===== src/rtl/conv2_act_sched.sv =====
// conv2_act_sched: drains the PE accumulator stream for conv layer 2,
// applies requantise + clamped ReLU, packs four 8-bit activations per
// 32-bit little-endian word and writes them to the output buffer.
module conv2_act_sched #(
   parameter int TOTAL  = 1152,
   parameter int ADDR_W = 10
) (
   input  logic                     clk,
   input  logic                     rst,
   input  logic                     start,
   input  logic [ADDR_W-1:0]        base_addr,
   output logic                     busy,
   output logic                     done,
   input  logic                     acc_valid,
   output logic                     acc_ready,
   input  logic signed [19:0]       acc_data,
   output logic                     wr_valid,
   input  logic                     wr_ready,
   output logic [ADDR_W-1:0]        wr_addr,
   output logic [31:0]              wr_data,
   output logic [3:0]               wr_strb
);

   localparam int CNT_W = $clog2(TOTAL + 1);

   localparam logic [1:0] S_IDLE  = 2'd0;
   localparam logic [1:0] S_RUN   = 2'd1;
   localparam logic [1:0] S_DRAIN = 2'd2;
   localparam logic [1:0] S_DONE  = 2'd3;

   logic [1:0]        state_q, state_d;
   logic [ADDR_W-1:0] ptr_q,   ptr_d;
   logic [CNT_W-1:0]  cnt_q,   cnt_d;
   logic [1:0]        lane_q,  lane_d;
   logic [31:0]       pack_q,  pack_d;
   logic [3:0]        strb_q,  strb_d;
   logic              wvld_q,  wvld_d;

   logic signed [19:0] s1, s2;
   logic [7:0]         act;
   logic               acc_hs, wr_hs, last_el, all_in;

   assign acc_ready = (state_q == S_RUN) & ~wvld_q;
   assign acc_hs    = acc_valid & acc_ready;
   assign wr_hs     = wvld_q & wr_ready;
   // the element being accepted now is the final one of the frame
   assign last_el   = (cnt_q + CNT_W'(1)) == CNT_W'(TOTAL);
   assign all_in    = cnt_q == CNT_W'(TOTAL);

   assign busy     = (state_q == S_RUN) | (state_q == S_DRAIN);
   assign done     = (state_q == S_DONE);
   assign wr_valid = wvld_q;
   assign wr_addr  = ptr_q;
   assign wr_data  = pack_q;
   assign wr_strb  = strb_q;

   // requantise (>>2, -128, >>5) then clamp to [0,127]
   always_comb begin
      s1  = (acc_data >>> 2) - 20'sd128;
      s2  = s1 >>> 5;
      act = s2[7:0];
      if (s2 > 20'sd127)
         act = 8'd127;
      else if (s2[19])
         act = 8'd0;
   end

   // next-state: frame sequencing, lane packing and word write handshake
   always_comb begin
      state_d = state_q;
      ptr_d   = ptr_q;
      cnt_d   = cnt_q;
      lane_d  = lane_q;
      pack_d  = pack_q;
      strb_d  = strb_q;
      wvld_d  = wvld_q;
      case (state_q)
         S_IDLE: begin
            if (start) begin
               state_d = S_RUN;
               ptr_d   = base_addr;
               cnt_d   = '0;
               lane_d  = '0;
               pack_d  = '0;
               strb_d  = '0;
               wvld_d  = 1'b0;
            end
         end
         S_RUN, S_DRAIN: begin
            if (wr_hs) begin
               // word accepted: clear the pack and move to the next address
               wvld_d = 1'b0;
               pack_d = '0;
               strb_d = '0;
               lane_d = '0;
               ptr_d  = ptr_q + ADDR_W'(1);
               if (all_in)
                  state_d = S_DONE;
            end else if (acc_hs) begin
               for (int k = 0; k < 4; k++) begin
                  if (lane_q == 2'(k)) begin
                     pack_d[8*k +: 8] = act;
                     strb_d[k]        = 1'b1;
                  end
               end
               lane_d = lane_q + 2'd1;
               cnt_d  = cnt_q + CNT_W'(1);
               if ((lane_q == 2'd3) || last_el)
                  wvld_d = 1'b1;
               // final element: hold busy until its word is written
               if (last_el)
                  state_d = S_DRAIN;
            end
         end
         S_DONE:  state_d = S_IDLE;
         default: state_d = S_IDLE;
      endcase
   end

   // state registers, cleared asynchronously
   always_ff @(posedge clk or posedge rst) begin
      if (rst) begin
         state_q <= S_IDLE;
         ptr_q   <= '0;
         cnt_q   <= '0;
         lane_q  <= '0;
         pack_q  <= '0;
         strb_q  <= '0;
         wvld_q  <= 1'b0;
      end else begin
         state_q <= state_d;
         ptr_q   <= ptr_d;
         cnt_q   <= cnt_d;
         lane_q  <= lane_d;
         pack_q  <= pack_d;
         strb_q  <= strb_d;
         wvld_q  <= wvld_d;
      end
   end

endmodule

===== config.mk =====
export PLATFORM = sky130hd
export DESIGN_NAME = conv2_act_sched
export DESIGN_NICKNAME = d
export VERILOG_FILES = /design/src/rtl/conv2_act_sched.sv
export SDC_FILE = /design/constraint.sdc
export NUM_CORES = 1
export LEC_CHECK = 0
export CAP_MARGIN = 20
export CORE_MARGIN = 2
export CORE_UTILIZATION = 49
export DETAILED_ROUTE_END_ITERATION = 16
export GPL_TIMING_DRIVEN = 0
export MAX_ROUTING_LAYER = met4
export PLACE_DENSITY_LB_ADDON = 0.08
export SLEW_MARGIN = 0
export SYNTH_ARGS = -nofsm -noshare
export SYNTH_HDL_FRONTEND = slang
export SYNTH_SLANG_ARGS = --single-unit
export TNS_END_PERCENT = 10

===== constraint.sdc =====
create_clock -name clk -period 2.4 [get_ports clk]
set_input_delay 0.48 -clock clk [delete_from_list [all_inputs] [get_ports clk]]
set_output_delay 0.48 -clock clk [all_outputs]
set_load 0.02 [all_outputs]

==> impl_metrics.prom, run 1 <==
# TYPE chip_impl_metric gauge
chip_impl_metric{name="design.portCount",unit=""} 85
chip_impl_metric{name="power.ir.vdd_worst",unit="µV"} 952
chip_impl_metric{name="synth_cell_type_count",unit=""} 57
chip_impl_metric{name="stdcell_area",unit="mm²"} 0.00444
chip_impl_metric{name="arrival",unit="ns"} 2.54
chip_impl_metric{name="globalRouteTotalUtil",unit="%"} 23.1
chip_impl_metric{name="antenna_cells",unit=""} 0
chip_impl_metric{name="layout_worst_path_cycle_share",unit="%"} 96.3
chip_impl_info{name="synth_most_common_cell",value="sky130_fd_sc_hd__dfrtp_1"} 1
chip_impl_metric{name="fmax",unit="MHz"} 433
chip_impl_metric{name="num_vias",unit=""} 2746
chip_impl_metric{name="reg2regPathDepth",unit=""} 8
chip_impl_info{name="clock_tree.root_cell",value="sky130_fd_sc_hd__clkbuf_8"} 1
chip_impl_metric{name="drt_wl_total",unit="µm"} 8100
chip_impl_metric{name="clock_slew_at_reported_path_ffs",unit="ns"} 0.07
chip_impl_metric{name="ctsHtreeMaxLevel",unit=""} 3
chip_impl_metric{name="power_per_cell_area",unit="mW/mm²"} 1410
chip_impl_metric{name="dp_slack",unit="ns"} -0.0319
chip_impl_info{name="dominantRegCellSynth",value="sky130_fd_sc_hd__dfrtp_1"} 1
chip_impl_metric{name="final_util",unit="%"} 68.8
chip_impl_info{name="grt_setup_unrepaired",value="yes"} 1
chip_impl_metric{name="std_cell_rows",unit=""} 29
chip_impl_metric{name="route.detailed.vias_per_inst",unit=""} 5.65
chip_impl_info{name="timing.setup.critical_path_class",value="flop to flop"} 1
chip_impl_info{name="status",value="finished clean"} 1
chip_impl_metric{name="worst_hold_path.num_cells",unit=""} 2
chip_impl_info{name="critical_path.endpoint_type",value="flop"} 1
chip_impl_metric{name="yosysWarnings",unit=""} 0
chip_impl_metric{name="total_leakage_power",unit="nW"} 1.93
chip_impl_info{name="synth_area_leader_cell",value="sky130_fd_sc_hd__dfrtp_1"} 1
chip_impl_metric{name="synthesis.nets",unit=""} 359
chip_impl_metric{name="maxSlewHeadroom",unit="%"} 57.2
chip_impl_metric{name="grt_pass1_vias",unit=""} 2698
chip_impl_metric{name="final_setup_fails",unit=""} 0
chip_impl_metric{name="wire_per_inst",unit="µm"} 16.7
chip_impl_info{name="synth.area.top_cells",value="sky130_fd_sc_hd__dfrtp_1, sky130_fd_sc_hd__mux2_2, sky130_fd_sc_hd__ha_1"} 1
chip_impl_metric{name="wire_length_of_the_first_global_routing_pass",unit="µm"} 13000
chip_impl_metric{name="synth_area",unit="mm²"} 0.00331
chip_impl_metric{name="detail_route.drc_violations",unit=""} 0
chip_impl_metric{name="number_of_max_cap_violations",unit=""} 0
chip_impl_metric{name="minimum_clock_period_after_layout",unit="ns"} 2.31
chip_impl_metric{name="synth.yosys.seq_area_share",unit="%"} 46.8
chip_impl_metric{name="synth.avg_cell_area",unit="µm²"} 10.6
chip_impl_metric{name="final_net_count",unit=""} 450
chip_impl_metric{name="synth_edf_count",unit=""} 0
chip_impl_metric{name="post-layout-total-power",unit="mW"} 6.27
chip_impl_info{name="clock_tree_from_tritoncts",value="built"} 1
chip_impl_metric{name="async_reset_ff_share",unit="%"} 100
chip_impl_metric{name="drive_gt1_share",unit="%"} 18.6
chip_impl_metric{name="clock_skew",unit="ns"} 0.00817
chip_impl_metric{name="numPortBuffers",unit=""} 77
chip_impl_metric{name="initialDrtViolationCount",unit=""} 152
chip_impl_info{name="startpoint_type",value="flop"} 1
chip_impl_metric{name="core_area",unit="mm²"} 0.00646
chip_impl_metric{name="postCtsHoldBufs",unit=""} 0
chip_impl_metric{name="drv_slew",unit=""} 0
chip_impl_metric{name="crit_required",unit="ns"} 2.63
chip_impl_metric{name="dpl.hpwl",unit="µm"} 5690
chip_impl_metric{name="die-width",unit="µm"} 86.2
chip_impl_metric{name="synthesis.instances",unit=""} 313
chip_impl_metric{name="fin_ws",unit="ns"} 0.0897
chip_impl_metric{name="report.final.hold_viol_count",unit=""} 0
chip_impl_metric{name="area_of_the_die",unit="mm²"} 0.00744
chip_impl_metric{name="floorplan.initialDensity",unit="%"} 51.3
chip_impl_metric{name="synthToLayoutAreaGrowth",unit="%"} 34.1
chip_impl_metric{name="gr-total-overflow",unit=""} 0
chip_impl_metric{name="post_synth_top_area_share",unit="%"} 46.8
chip_impl_metric{name="dpl-instance-area",unit="mm²"} 0.00420
chip_impl_metric{name="ys_seq_elements",unit=""} 62
chip_impl_metric{name="postRouteAntennaNets",unit=""} 0
chip_impl_metric{name="cts_made_buffers",unit=""} 9
chip_impl_metric{name="die_y",unit="µm"} 86.2
chip_impl_info{name="synthTopCellsByCount",value="sky130_fd_sc_hd__dfrtp_1, sky130_fd_sc_hd__mux2_2, sky130_fd_sc_hd__nand2_1, sky130_fd_sc_hd__nor2_1, sky130_fd_sc_hd__a21oi_1"} 1
chip_impl_metric{name="cts.sinks",unit=""} 62
chip_impl_metric{name="grt_max_degree",unit=""} 35
chip_impl_metric{name="critPathMaxFanout",unit=""} 10
chip_impl_metric{name="drt_pass1_iterations",unit=""} 4
chip_impl_metric{name="buffer_depth_of_the_longest_clock_path",unit=""} 2
chip_impl_metric{name="worst-r2r-setup-slack",unit="ns"} 0.09
chip_impl_metric{name="number_of_antenna_violations_at_the_first_check_in_global_routing",unit=""} 0
chip_impl_metric{name="max_slew.worst_pin.slew",unit="ns"} 0.641
chip_impl_metric{name="gp_congestion",unit=""} 0.905
chip_impl_metric{name="insertion_delay",unit="ns"} 0.35
chip_impl_info{name="hp-class",value="flop to flop"} 1
## worst max-delay path, stage by stage (launching register included)
cell                       delay (ns)
sky130_fd_sc_hd__dfrtp_1         0.42
sky130_fd_sc_hd__inv_1           0.06
sky130_fd_sc_hd__ha_1            0.31
sky130_fd_sc_hd__buf_4           0.18
sky130_fd_sc_hd__a21boi_4        0.18
sky130_fd_sc_hd__nor3_2          0.28
sky130_fd_sc_hd__clkbuf_4        0.26
sky130_fd_sc_hd__nand2_1         0.19
sky130_fd_sc_hd__o221a_2         0.30
## report_power, final
group / leakage [nW] / switching, mW / total [mW] / internal (mW)
clock network: 0.0996 / 0.415 / 0.950 / 0.536
logic: 1.04 / 1.91 / 3.58 / 1.67
registers: 0.796 / 0.292 / 1.74 / 1.44
total: 1.93 / 2.62 / 6.27 / 3.65
## path summary, 6_finish.rpt
kind	startpoint	end
worst min register to register	wr_strb[2]	wr_strb[2]
worst min-delay path	wr_strb[2]	wr_strb[2]
min in group asynchronous	rst	wr_data[15]
worst max-delay path	state_q[0]	wr_addr[2]
worst max register to register	state_q[0]	wr_addr[2]
max in group asynchronous	rst	wr_data[10]
## metal layers
metal,share of wire [%],vias up,routed length [µm],GRT usage [%]
met4,1.5,0,119,8.24
met3,4.6,10,369,5.14
li1,-,1338,-,-
met2,48,61,3920,36.6
met5,0,-,0,-
met1,46,1337,3690,29.2
## layout make-up
class / count / area [µm²]
Fill cell: 501 / 2010
Multi-Input combinational cell: 227 / 1670
Sequential cell: 62 / 1550
Timing Repair Buffer: 80 / 808
Clock buffer: 13 / 159
Tap cell: 77 / 96.3
Buffer: 11 / 66.3
Inverter: 13 / 48.8
Clock inverter: 3 / 42.5
## metrics by stage
stage | std cells | TNS (ns) | hold WS (ns)
final | 486 | 0 | 0.497
after global routing | 486 | -0.0996 | 0.514
after CTS | 484 | 0 | 0.504
after detailed placement | 468 | -0.191 | 0.488
after global placement | 467 | -47.42 | 0.481
after floorplan | 313 | 0 | 0.489
## repair_timing
item,4_1_cts,5_1_grt
buffers inserted,0,2
endpoints found under the hold margin,0,0
gates resized for setup,0,7
endpoints found under the setup margin,0,29
## logic make-up after synthesis
| group | after synthesis | share of synthesized area, % |
|---|---|---|
| and+or+nand+nor | 96 | 15.6 |
| AOI/OAI and AO/OA | 81 | 17.0 |
| DFF | 62 | 46.8 |
| muxes | 35 | 12.0 |
| buffers and inverters | 24 | 3.40 |
| adders and majority gates | 11 | 4.15 |
| xor gates and xnor gates | 4 | 1.06 |
## sequential cells by signal, summed over array words and instances (netlist names)
name	count
wr_data	32
cnt_q	11
wr_addr	10
wr_strb	4
lane_q	2
state_q	2
wr_valid	1
## cell usage in the layout, fill, tap and decap left out, types with 3 or more instances in the layout
cell type and count:
sky130_fd_sc_hd__o22ai_1 6, sky130_fd_sc_hd__nand4_1 4, sky130_fd_sc_hd__nor2b_1 6, sky130_fd_sc_hd__nand3_1 13
sky130_fd_sc_hd__a21oi_1 16, sky130_fd_sc_hd__clkdlybuf4s50_1 76, sky130_fd_sc_hd__dfrtp_1 62, sky130_fd_sc_hd__xnor2_1 3
sky130_fd_sc_hd__o31ai_1 5, sky130_fd_sc_hd__clkbuf_1 6, sky130_fd_sc_hd__o221a_2 3, sky130_fd_sc_hd__nor3_1 4
sky130_fd_sc_hd__clkbuf_8 11, sky130_fd_sc_hd__a31oi_1 12, sky130_fd_sc_hd__o21ai_0 17, sky130_fd_sc_hd__a21o_1 3
sky130_fd_sc_hd__ha_1 11, sky130_fd_sc_hd__buf_4 5, sky130_fd_sc_hd__and3_1 8, sky130_fd_sc_hd__nor2_4 3
sky130_fd_sc_hd__inv_1 11, sky130_fd_sc_hd__mux2i_1 5, sky130_fd_sc_hd__mux2_2 29, sky130_fd_sc_hd__nor2_1 19
sky130_fd_sc_hd__nand2_1 24
Power figures use the tool's default switching activity.
==> run 2, diff against run 1 <==
==> constraint.sdc (replaced) <==
create_clock -name clk -period 2.4 [get_ports clk]
set_input_delay 0.48 -clock clk [delete_from_list [all_inputs] [get_ports clk]]
set_output_delay 0.48 -clock clk [all_outputs]
set_load 0.05 [all_outputs]
==> impl_metrics.prom, run 2 (synthesis gave the netlist of run 1 again) <==
# TYPE chip_impl_metric gauge
chip_impl_metric{name="initialDrtViolationCount",unit=""} 153
chip_impl_metric{name="largest_reg_flops",unit=""} 32
chip_impl_metric{name="drv_slew",unit=""} 0
chip_impl_metric{name="dpl.hpwl",unit="µm"} 5690
chip_impl_metric{name="crit_required",unit="ns"} 2.63
chip_impl_info{name="timing.critical_path.slowest_stage_cell",value="sky130_fd_sc_hd__dfrtp_1"} 1
chip_impl_info{name="timing.setup.critical_path_class",value="flop to flop"} 1
chip_impl_metric{name="grt_pass1_vias",unit=""} 2698
chip_impl_info{name="path_cells",value="inv_1, ha_1, buf_4, a21boi_4, nor3_2, clkbuf_4, nand2_1, o221a_2"} 1
chip_impl_metric{name="route.detailed.vias_per_inst",unit=""} 5.65
chip_impl_metric{name="clock_slew_at_reported_path_ffs",unit="ns"} 0.07
chip_impl_metric{name="fmax",unit="MHz"} 431
chip_impl_info{name="worst_setup_path_startpoint",value="state_q[0]"} 1
chip_impl_metric{name="grt_max_degree",unit=""} 35
chip_impl_info{name="status",value="finished clean"} 1
chip_impl_metric{name="fin_ws",unit="ns"} 0.0797
chip_impl_metric{name="timing.critical_path.buf_inv",unit=""} 3
chip_impl_info{name="hp-class",value="flop to flop"} 1
chip_impl_metric{name="die-width",unit="µm"} 86.2
chip_impl_metric{name="max_slew.worst_pin.slew",unit="ns"} 0.642
chip_impl_metric{name="gp_congestion",unit=""} 0.905
chip_impl_metric{name="number_of_antenna_violations_at_the_first_check_in_global_routing",unit=""} 0
chip_impl_metric{name="drive_gt1_share",unit="%"} 18.1
chip_impl_info{name="hold_path_startpoint",value="wr_strb[2]"} 1
chip_impl_metric{name="final_setup_fails",unit=""} 0
chip_impl_metric{name="core_area",unit="mm²"} 0.00646
chip_impl_metric{name="ctsHtreeMaxLevel",unit=""} 3
chip_impl_metric{name="dp_slack",unit="ns"} -0.0319
chip_impl_metric{name="wire_per_inst",unit="µm"} 16.7
chip_impl_metric{name="total_leakage_power",unit="nW"} 1.94
chip_impl_metric{name="std_cell_rows",unit=""} 29
chip_impl_metric{name="cp_slowest_stage_delay",unit="ns"} 0.42
chip_impl_metric{name="critPathMaxFanout",unit=""} 10
chip_impl_metric{name="detail_route.drc_violations",unit=""} 0
chip_impl_metric{name="buffer_depth_of_the_longest_clock_path",unit=""} 2
chip_impl_metric{name="antenna_cells",unit=""} 0
chip_impl_metric{name="arrival",unit="ns"} 2.55
chip_impl_metric{name="dpl-instance-area",unit="mm²"} 0.00420
chip_impl_info{name="critPathTopFamily",value="buffers and inverters"} 1
chip_impl_metric{name="layout_worst_path_cycle_share",unit="%"} 96.7
chip_impl_metric{name="die_y",unit="µm"} 86.2
chip_impl_metric{name="drt_wl_total",unit="µm"} 8090
chip_impl_metric{name="stdcell_area",unit="mm²"} 0.00443
chip_impl_metric{name="report.final.hold_viol_count",unit=""} 0
chip_impl_metric{name="clock_skew",unit="ns"} 0.00879
chip_impl_metric{name="maxSlewHeadroom",unit="%"} 57.1
chip_impl_metric{name="synthToLayoutAreaGrowth",unit="%"} 33.8
chip_impl_info{name="clock_tree.root_cell",value="sky130_fd_sc_hd__clkbuf_8"} 1
chip_impl_info{name="clock_tree_from_tritoncts",value="built"} 1
chip_impl_info{name="grt_setup_unrepaired",value="yes"} 1
chip_impl_metric{name="insertion_delay",unit="ns"} 0.35
chip_impl_info{name="layout.cells.most_common_list",value="sky130_fd_sc_hd__clkdlybuf4s50_1, sky130_fd_sc_hd__dfrtp_1, sky130_fd_sc_hd__mux2_2"} 1
chip_impl_metric{name="num_vias",unit=""} 2745
chip_impl_metric{name="postRouteAntennaNets",unit=""} 0
chip_impl_metric{name="minimum_clock_period_after_layout",unit="ns"} 2.32
chip_impl_metric{name="area_of_the_die",unit="mm²"} 0.00744
chip_impl_info{name="most_common_library_cell_in_the_layout_ignoring_fill_and_taps",value="sky130_fd_sc_hd__clkdlybuf4s50_1"} 1
chip_impl_metric{name="cts_made_buffers",unit=""} 9
chip_impl_info{name="r2r-start",value="state_q[0]"} 1
chip_impl_info{name="critical_path.endpoint_type",value="flop"} 1
chip_impl_metric{name="design.portCount",unit=""} 85
chip_impl_metric{name="globalRouteTotalUtil",unit="%"} 23.1
chip_impl_metric{name="final_net_count",unit=""} 450
chip_impl_metric{name="postCtsHoldBufs",unit=""} 0
chip_impl_metric{name="number_of_max_cap_violations",unit=""} 0
chip_impl_info{name="startpoint_type",value="flop"} 1
chip_impl_metric{name="power.ir.vdd_worst",unit="µV"} 1160
chip_impl_metric{name="floorplan.initialDensity",unit="%"} 51.3
chip_impl_metric{name="gr-total-overflow",unit=""} 0
chip_impl_metric{name="numPortBuffers",unit=""} 77
chip_impl_metric{name="power_per_cell_area",unit="mW/mm²"} 1580
chip_impl_metric{name="fillCellCount",unit=""} 505
chip_impl_metric{name="cts.sinks",unit=""} 62
chip_impl_metric{name="wire_length_of_the_first_global_routing_pass",unit="µm"} 13000
chip_impl_metric{name="drt_pass1_iterations",unit=""} 4
[run 2: cell count changes in the layout (fill, tap and decap cells not counted), sizes merged]
cell           change
dlygate4sd2        +2
clkdlybuf4s50      -2
[run 2: metrics by stage]
stage	util (%)	instances	total power [mW]	setup TNS, ns	hold WS (ns)
3_5_place_dp	65.0	468	6.00	-0.191	0.488
6_report	68.7	486	6.99	0	0.497
5_1_grt	68.7	486	7.39	-0.248	0.514
2_1_floorplan	-	313	4.74	0	0.489
3_3_place_gp	64.7	467	5.93	-47.42	0.481
4_1_cts	68.1	484	6.95	0	0.504
[run 2: area by class of cell]
type / count / area [µm²] / area share (%)
buffer: 11 / 66.3 / 1.50
clock buffer: 13 / 159 / 3.58
clock inverter: 3 / 42.5 / 0.959
inverter: 13 / 48.8 / 1.10
multi-input combinational: 227 / 1660 / 37.5
sequential: 62 / 1550 / 35.0
tap: 77 / 96.3 / 2.17
timing repair buffer: 80 / 806 / 18.2
[run 2: worst paths after layout]
kind | to | slack (ns) | cells past startpoint
worst min register to register | wr_strb[2] | 0.50 | 2
min in group asynchronous | wr_data[15] | 0.54 | 2
max in group asynchronous | wr_data[10] | 1.26 | 3
worst min-delay path | wr_strb[2] | 0.50 | 2
worst max-delay path | wr_addr[2] | 0.08 | 8
worst max register to register | wr_addr[2] | 0.08 | 8
[run 2: power by group]
part	internal [mW]	switching (mW)	leakage, nW
registers	1.44	0.290	0.796
logic	1.64	2.67	1.04
clock network	0.536	0.414	0.0996
[run 2: worst min-delay path, cell delays in order, from the launching register on]
cell                      delay, ns
sky130_fd_sc_hd__dfrtp_1       0.34
sky130_fd_sc_hd__a31oi_1       0.05
sky130_fd_sc_hd__nor2_1        0.07
[run 2: what timing repair did]
item,4_1_cts,5_1_grt
endpoints found under the hold margin,0,0
buffers inserted,0,2
setup endpoints to repair,2,29
gates resized for setup,2,5
gates cloned,0,0
pin swaps,0,0
[run 2: per-layer routing]
layer / GRT usage, % / part of all wire, %
met1: 29.2 / 45
met2: 36.6 / 48
met3: 5.14 / 5.2
met5: - / 0
met4: 8.24 / 1.4
